File: src/rtl/wptr_ctrl_lvl.sv
// Write-side pointer controller for an asynchronous FIFO (write clock domain).
// Advances the binary write count, publishes a Gray pointer, and derives full/level status.
module wptr_ctrl_lvl #(
  parameter int unsigned ADDR_LEN     = 8,
  parameter int unsigned AFULL_THRESH = (1 << ADDR_LEN) - 2
) (
  input  logic                wclk,
  input  logic                wrst,
  input  logic                wincr_i,
  input  logic [ADDR_LEN:0]   r2wptr_sync_i,
  input  logic                wovf_clr_i,
  output logic [ADDR_LEN-1:0] fifo_waddr_o,
  output logic                fifo_wen_o,
  output logic [ADDR_LEN:0]   wptr_o,
  output logic                wfull_o,
  output logic                walmost_full_o,
  output logic [ADDR_LEN:0]   wlevel_o,
  output logic                woverflow_o
);

  localparam logic [ADDR_LEN:0] AFULL_LVL = AFULL_THRESH[ADDR_LEN:0];

  logic [ADDR_LEN:0] wbin_q, wbin_d;
  logic [ADDR_LEN:0] wptr_q, wgray_d;
  logic [ADDR_LEN:0] wlevel_q, level_d;
  logic [ADDR_LEN:0] rbin;
  logic              wfull_q, wfull_d;
  logic              wafull_q, wafull_d;
  logic              wovf_q, wovf_d;
  logic              wpush;

  assign wpush = wincr_i & ~wfull_q;

  // NOTE: every signal written in always_comb gets a default first, so no path can infer a latch.
  always_comb begin
    rbin           = '0;
    rbin[ADDR_LEN] = r2wptr_sync_i[ADDR_LEN];
    for (int i = int'(ADDR_LEN) - 1; i >= 0; i--) begin
      rbin[i] = rbin[i+1] ^ r2wptr_sync_i[i];
    end

    wbin_d   = wbin_q + {{ADDR_LEN{1'b0}}, wpush};
    wgray_d  = (wbin_d >> 1) ^ wbin_d;
    level_d  = wbin_d - rbin;
    wafull_d = (level_d >= AFULL_LVL);
    // The FIFO is full when the pointers differ only in their top two Gray bits.
    wfull_d  = (wgray_d == {~r2wptr_sync_i[ADDR_LEN:ADDR_LEN-1],
                            r2wptr_sync_i[ADDR_LEN-2:0]});

    wovf_d = wovf_q;
    if (wincr_i && wfull_q) begin
      wovf_d = 1'b1;
    end else if (wovf_clr_i) begin
      wovf_d = 1'b0;
    end
  end

  // NOTE: sequential state uses non-blocking assignments so all registers sample the same pre-edge values.
  always_ff @(posedge wclk) begin
    if (wrst) begin
      wbin_q   <= '0;
      wptr_q   <= '0;
      wlevel_q <= '0;
      wfull_q  <= 1'b0;
      wafull_q <= 1'b0;
      wovf_q   <= 1'b0;
    end else begin
      wbin_q   <= wbin_d;
      wptr_q   <= wgray_d;
      wlevel_q <= level_d;
      wfull_q  <= wfull_d;
      wafull_q <= wafull_d;
      wovf_q   <= wovf_d;
    end
  end

  assign fifo_waddr_o   = wbin_q[ADDR_LEN-1:0];
  assign fifo_wen_o     = wpush;
  assign wptr_o         = wptr_q;
  assign wfull_o        = wfull_q;
  assign walmost_full_o = wafull_q;
  assign wlevel_o       = wlevel_q;
  assign woverflow_o    = wovf_q;

endmodule

File: config.mk
export PLATFORM = sky130hd
export DESIGN_NAME = wptr_ctrl_lvl
export DESIGN_NICKNAME = d
export VERILOG_FILES = /design/src/rtl/wptr_ctrl_lvl.sv
export SDC_FILE = /design/constraint.sdc
export NUM_CORES = 1
export LEC_CHECK = 0
export CORE_UTILIZATION = 25
export CTS_CLUSTER_DIAMETER = 60
export DETAILED_ROUTE_END_ITERATION = 12
export PLACE_DENSITY_LB_ADDON = 0.3
export SLEW_MARGIN = 25
export SYNTH_ARGS = -nofsm -noshare
export SYNTH_HDL_FRONTEND = slang
export SYNTH_SLANG_ARGS = --single-unit
File: constraint.sdc
create_clock -name wclk -period 4.4 [get_ports wclk]
set_input_delay 0.66 -clock wclk [delete_from_list [all_inputs] [get_ports wclk]]
set_output_delay 0.66 -clock wclk [all_outputs]
set_load 0.05 [all_outputs]
---- After elaboration in Yosys (flattened, before gate mapping) ----
Cells that the tools add are included.
W data, S select, Z words.
cells by class
  add/subtract/negate cells ............... 2
  order comparisons ....................... 1
  equality and inequality tests ........... 1
  mux-type cells .......................... 2
  bitwise logic cells ..................... 12
  reduce and logical (&&, ||, !) cells .... 2
operators by type and width
  operator              count
  $add A9 B1 Y9         1
  $eq A9 B9 Y1          1
  $ge A9 B8 Y1 const B  1
  $sub A9 B9 Y9         1
  $xor A8 B9 Y9         1
  $xor A1 B1 Y1         8
  $mux W1               2
  $not A2 Y2            1
  $reduce_bool A2 Y1    1
  $and A1 B1 Y1         1
  $logic_and A1 B1 Y1   1
  $not A1 Y1            1
word-level totals
  bits in registers ....................... 30

---- Depth between registers and ports, before layout ----
  depth after elaboration ................. 10
  gate-level depth with buffers ........... 16
  gate-level depth less buffers ........... 15

---- Least setup slack after synthesis ----
Ideal clock, no wire load.
  kind .................................... input to register
  start point ............................. in r2wptr_sync_i[8]
  end point ............................... reg wafull_q, in the netlist walmost_full_o
  library setup time ...................... 92 ps
  arrival ................................. 4230 ps
  path slack .............................. 78 ps
  cell stages on the path ................. 15
  buffers on the path ..................... 1
  path through ............................ buf_4 > xnor3_2 > xor2_2 > xnor3_2 > xor2_2 > xor2_2 > xnor2_1 > ha_1 > inv_1 > fa_1 > a21o_1 > a21oi_1 > xor2_1 > or4b_2 > o32ai_1
between the ends
  longest elaborated chain between the ends .. 10
RTL lines
  element                      line  RTL
  start, declared              10    input logic [ADDR_LEN:0] r2wptr_sync_i,
  $xor A1 B1 Y1 (8 in series)  39    rbin[i] = rbin[i+1] ^ r2wptr_sync_i[i];
  $sub A9 B9 Y9 *              44    level_d = wbin_d - rbin;
  $ge A9 B8 Y1 *               45    wafull_d = (level_d >= AFULL_LVL);
  end signal, assigned         72    wafull_q <= wafull_d;
  end, declared                28    logic wafull_q, wafull_d;
Mark *: on every way between the ends. The rest lies on a longest branch, timed or not.
A chain may end at the register's enable or synchronous reset.

---- Worst setup path in the final report ----
Same ends and word-level chain as after synthesis.

==> results by group <==
Power and ir drop
  – PwrDens: 399 nW/um2
  – Leak pwr: 0.967 nW
  – Worst IR Drop VDD: just under 0.3 mV
  – Design Power: 0.952 mW

Synthesis
  – Mean Syn Cell Area: ~9.5 um2
  – Synth Net Count: 197
  – Sequential share of the synthesized area: 0.353
  – Post-synth cell types: 40
  – Synth Warn #: 0
  – Cells after Synth: between 150 and 200
  – Synthesized area: 1650 um2
  – Synthesized flop and latch total: 29

Global routing
  – Initial antenna violation count: 0
  – Global-route wire length before repair: 5930 um
  – Largest net degree at the start of global routing: 31
  – Vias in the first global route: 1284
  – Total grt overflow: 0
  – GRT Total Usage: 0.107

Routing
  – DR iter-0 viols: 19
  – First-pass iteration count of the detailed router: 4
  – Vias after detailed routing: 1278
  – Post-route DRC: 0
  – Final wirelength: 3500 um
  – Antenna-violating nets left: 0
  – Routed vias/inst: 4.11
  – Per-cell routed wire length: about 11 um

Critical path
  – Cell at the slowest stage of the critical path: or4b_4
  – Crit Path Max Fanout: 2
  – Startpoint types: input port
  – Critical Path RT: 4590 ps
  – Worst reg2reg path depth: 10
  – Crit. End Element: flip-flop
  – CP peak stage delay: 540 ps
  – WS Path Type: in2reg
  – CP arrival: around 4400 ps
  – Crit-path cells: clkdlybuf4s50_1, xnor3_2, xor2_2, xnor3_2, xor2_4, xor2_2, xnor2_1, ha_2, inv_1, fa_2, a21o_1, a21oi_2, xor2_1, or4b_4, o32ai_2

Floorplan
  – I/O pin total: 43
  – Starting density of the core: 0.259
  – # rows: 29
  – Die width: 83.1 um
  – Die area: between 6000 and 7000 um2
  – Die height: ~83 um
  – Core area: ~6300 um2

Clock network
  – Num CTS Buffers: 5
  – CTS clk-pin slew, worst paths: around 60 ps
  – Hold-fix buffers, CTS: 0
  – Worst skew pair latency: 270 ps
  – Clk sink count: 29
  – Clock Root Buffer: clkbuf_8
  – Bufs on Longest Clock Path: 2
  – H-tree Lvls: 2
  – CTS tree: done

Cells and area
  – Area Overhead vs Synth: 45.0%
  – Util after Layout: 0.376
  – # fillers: 656
  – NumNets Final: around 260
  – Share of cells above drive strength 1: 0.171
  – Final instance area: approximately 2400 um2
  – Number of diodes: 0

Worst hold path
  – Hold depth: 2
  – Hold WC Path Type: reg2reg

Place
  – Placer congestion estimate: 0.735
  – DP Worst Slack: -324 ps
  – Buffers added on ports: between 40 and 50
  – Placed Instance Area: between 2000 and 2500 um2
  – Post-DP HPWL: 2660 um

STA
  – Max_slew headroom: 0.616
  – Finish-stage setup viols: 0
  – Worst Skew: 3.94 ps
  – Final period utilization: 0.959
  – Worst Tran Pin Value: 571 ps
  – Setup ws final: 181 ps
  – Max Slew Vio Count: 0
  – F_max: 0.237 GHz
  – Final hold violations: 0
  – Hold WS: 481 ps
  – Minimum clock period: ~4200 ps

Outcome
  – Outcome: completed

Run
  – Max-cap violations: 0
[cells by family after synthesis]
kind of cell    share of synthesized area
xor+xnor                            0.249
mux                                0.0122
fa+ha+maj                          0.0882
compound gates                     0.0913
simple gates                        0.176
buf+inv                            0.0297
flops                               0.353
[registers in the layout (all words and copies together) (netlist names)]
signal          cells
wbin_q              9
wlevel_o            9
wptr_o              8
walmost_full_o      1
wfull_o             1
woverflow_o         1
[cells in the mapped netlist]
library cell,number,share of area
o21ai_0,3,0.0091
o31ai_1,1,0.0046
a21oi_1,5,0.015
or3b_1,1,0.0053
xnor2_1,27,0.14
nand3_2,1,0.0061
a21o_1,1,0.0046
dfxtp_1,29,0.35
or4b_2,1,0.0061
fa_1,1,0.012
o21a_1,2,0.0091
nand3_1,3,0.0091
nor3_2,1,0.0061
inv_1,8,0.018
a211oi_1,1,0.0046
o32ai_1,1,0.0053
xor2_2,4,0.040
nor2b_1,8,0.030
a21boi_0,1,0.0046
and3_1,1,0.0038
o31a_1,1,0.0053
mux2i_1,2,0.012
nor2_1,29,0.066
nand2b_1,2,0.0076
a211oi_2,1,0.0076
o211ai_1,1,0.0046
xnor3_2,2,0.029
nor3_1,1,0.0030
or3_1,1,0.0038
and3_2,1,0.0046
a2111o_1,1,0.0068
buf_4,1,0.0046
ha_1,10,0.076
and2_1,1,0.0038
a211o_1,1,0.0053
o21bai_1,1,0.0046
nand3b_1,2,0.0091
clkbuf_1,3,0.0068
nand2_1,5,0.011
xor2_1,7,0.037
[worst max-delay path: cells and delay by family]
family                   cells  cell delay, ps
AND/OR/NAND/NOR              1             540
adder cells (fa/ha/maj)      2             530
AO/OA/AOI/OAI                3             570
buffers and inverters        2             530
XOR/XNOR                     7            1560
[power breakdown]
group | switching [mW] | internal (mW) | total (mW)
Clock | 0.102 | 0.109 | 0.211
Sequential | 0.00925 | 0.292 | 0.301
Combinational | 0.240 | 0.200 | 0.440
Total | 0.351 | 0.602 | 0.952
[cell usage in the layout, fill, tap and decap left out, types with 3 or more instances in the layout]
master	synthesis	final
a21oi_1	5	3
buf_4	1	15
clkbuf_8	0	5
clkdlybuf4s50_1	0	42
dfxtp_1	29	29
ha_1	10	9
inv_1	8	8
nand2_1	5	5
nand3_1	3	3
nor2_1	29	29
nor2b_1	8	8
o21ai_0	3	3
xnor2_1	27	26
xor2_1	7	7
xor2_2	4	3
[metrics by stage]
step	instances	TNS, ps
floorplan	173	0
global placement	302	-373
detailed placement	302	-492
CTS	310	0
global route	311	-0.806
finish	311	0
[metal layers]
layer  global-route usage  share of wire  vias up
met5                    0              0        -
met4               0.0235         0.0060        0
met1                0.140           0.50      562
met3               0.0358          0.046        2
met2                0.171           0.45       28
li1                     -              -      686
[final timing paths]
path | start | endpoint | slack, ps
worst max-delay path | r2wptr_sync_i[8] | walmost_full_o | 180
worst min register to register | woverflow_o | woverflow_o | 480
worst min-delay path | woverflow_o | woverflow_o | 480
worst max register to register | wfull_o | walmost_full_o | 1480
[timing repair]
action                     4_1_cts  5_1_grt
buffers inserted                 0        1
gates resized for setup          4        5
cloned                           0        0
pin swaps                        4        6
setup endpoints to repair        1        3
[final cells by class]
| class | instances | area, um2 | area share |
|---|---|---|---|
| Inverter | 8 | 30.0 | 0.0126 |
| Sequential cell | 29 | 581 | 0.243 |
| Clock buffer | 6 | 72.6 | 0.0304 |
| Tap cell | 77 | 96.3 | 0.0404 |
| Timing Repair Buffer | 57 | 533 | 0.223 |
| Clock inverter | 2 | 10.0 | 0.00420 |
| Multi-Input combinational cell | 132 | 1060 | 0.446 |
Power figures use the tool's default switching activity.
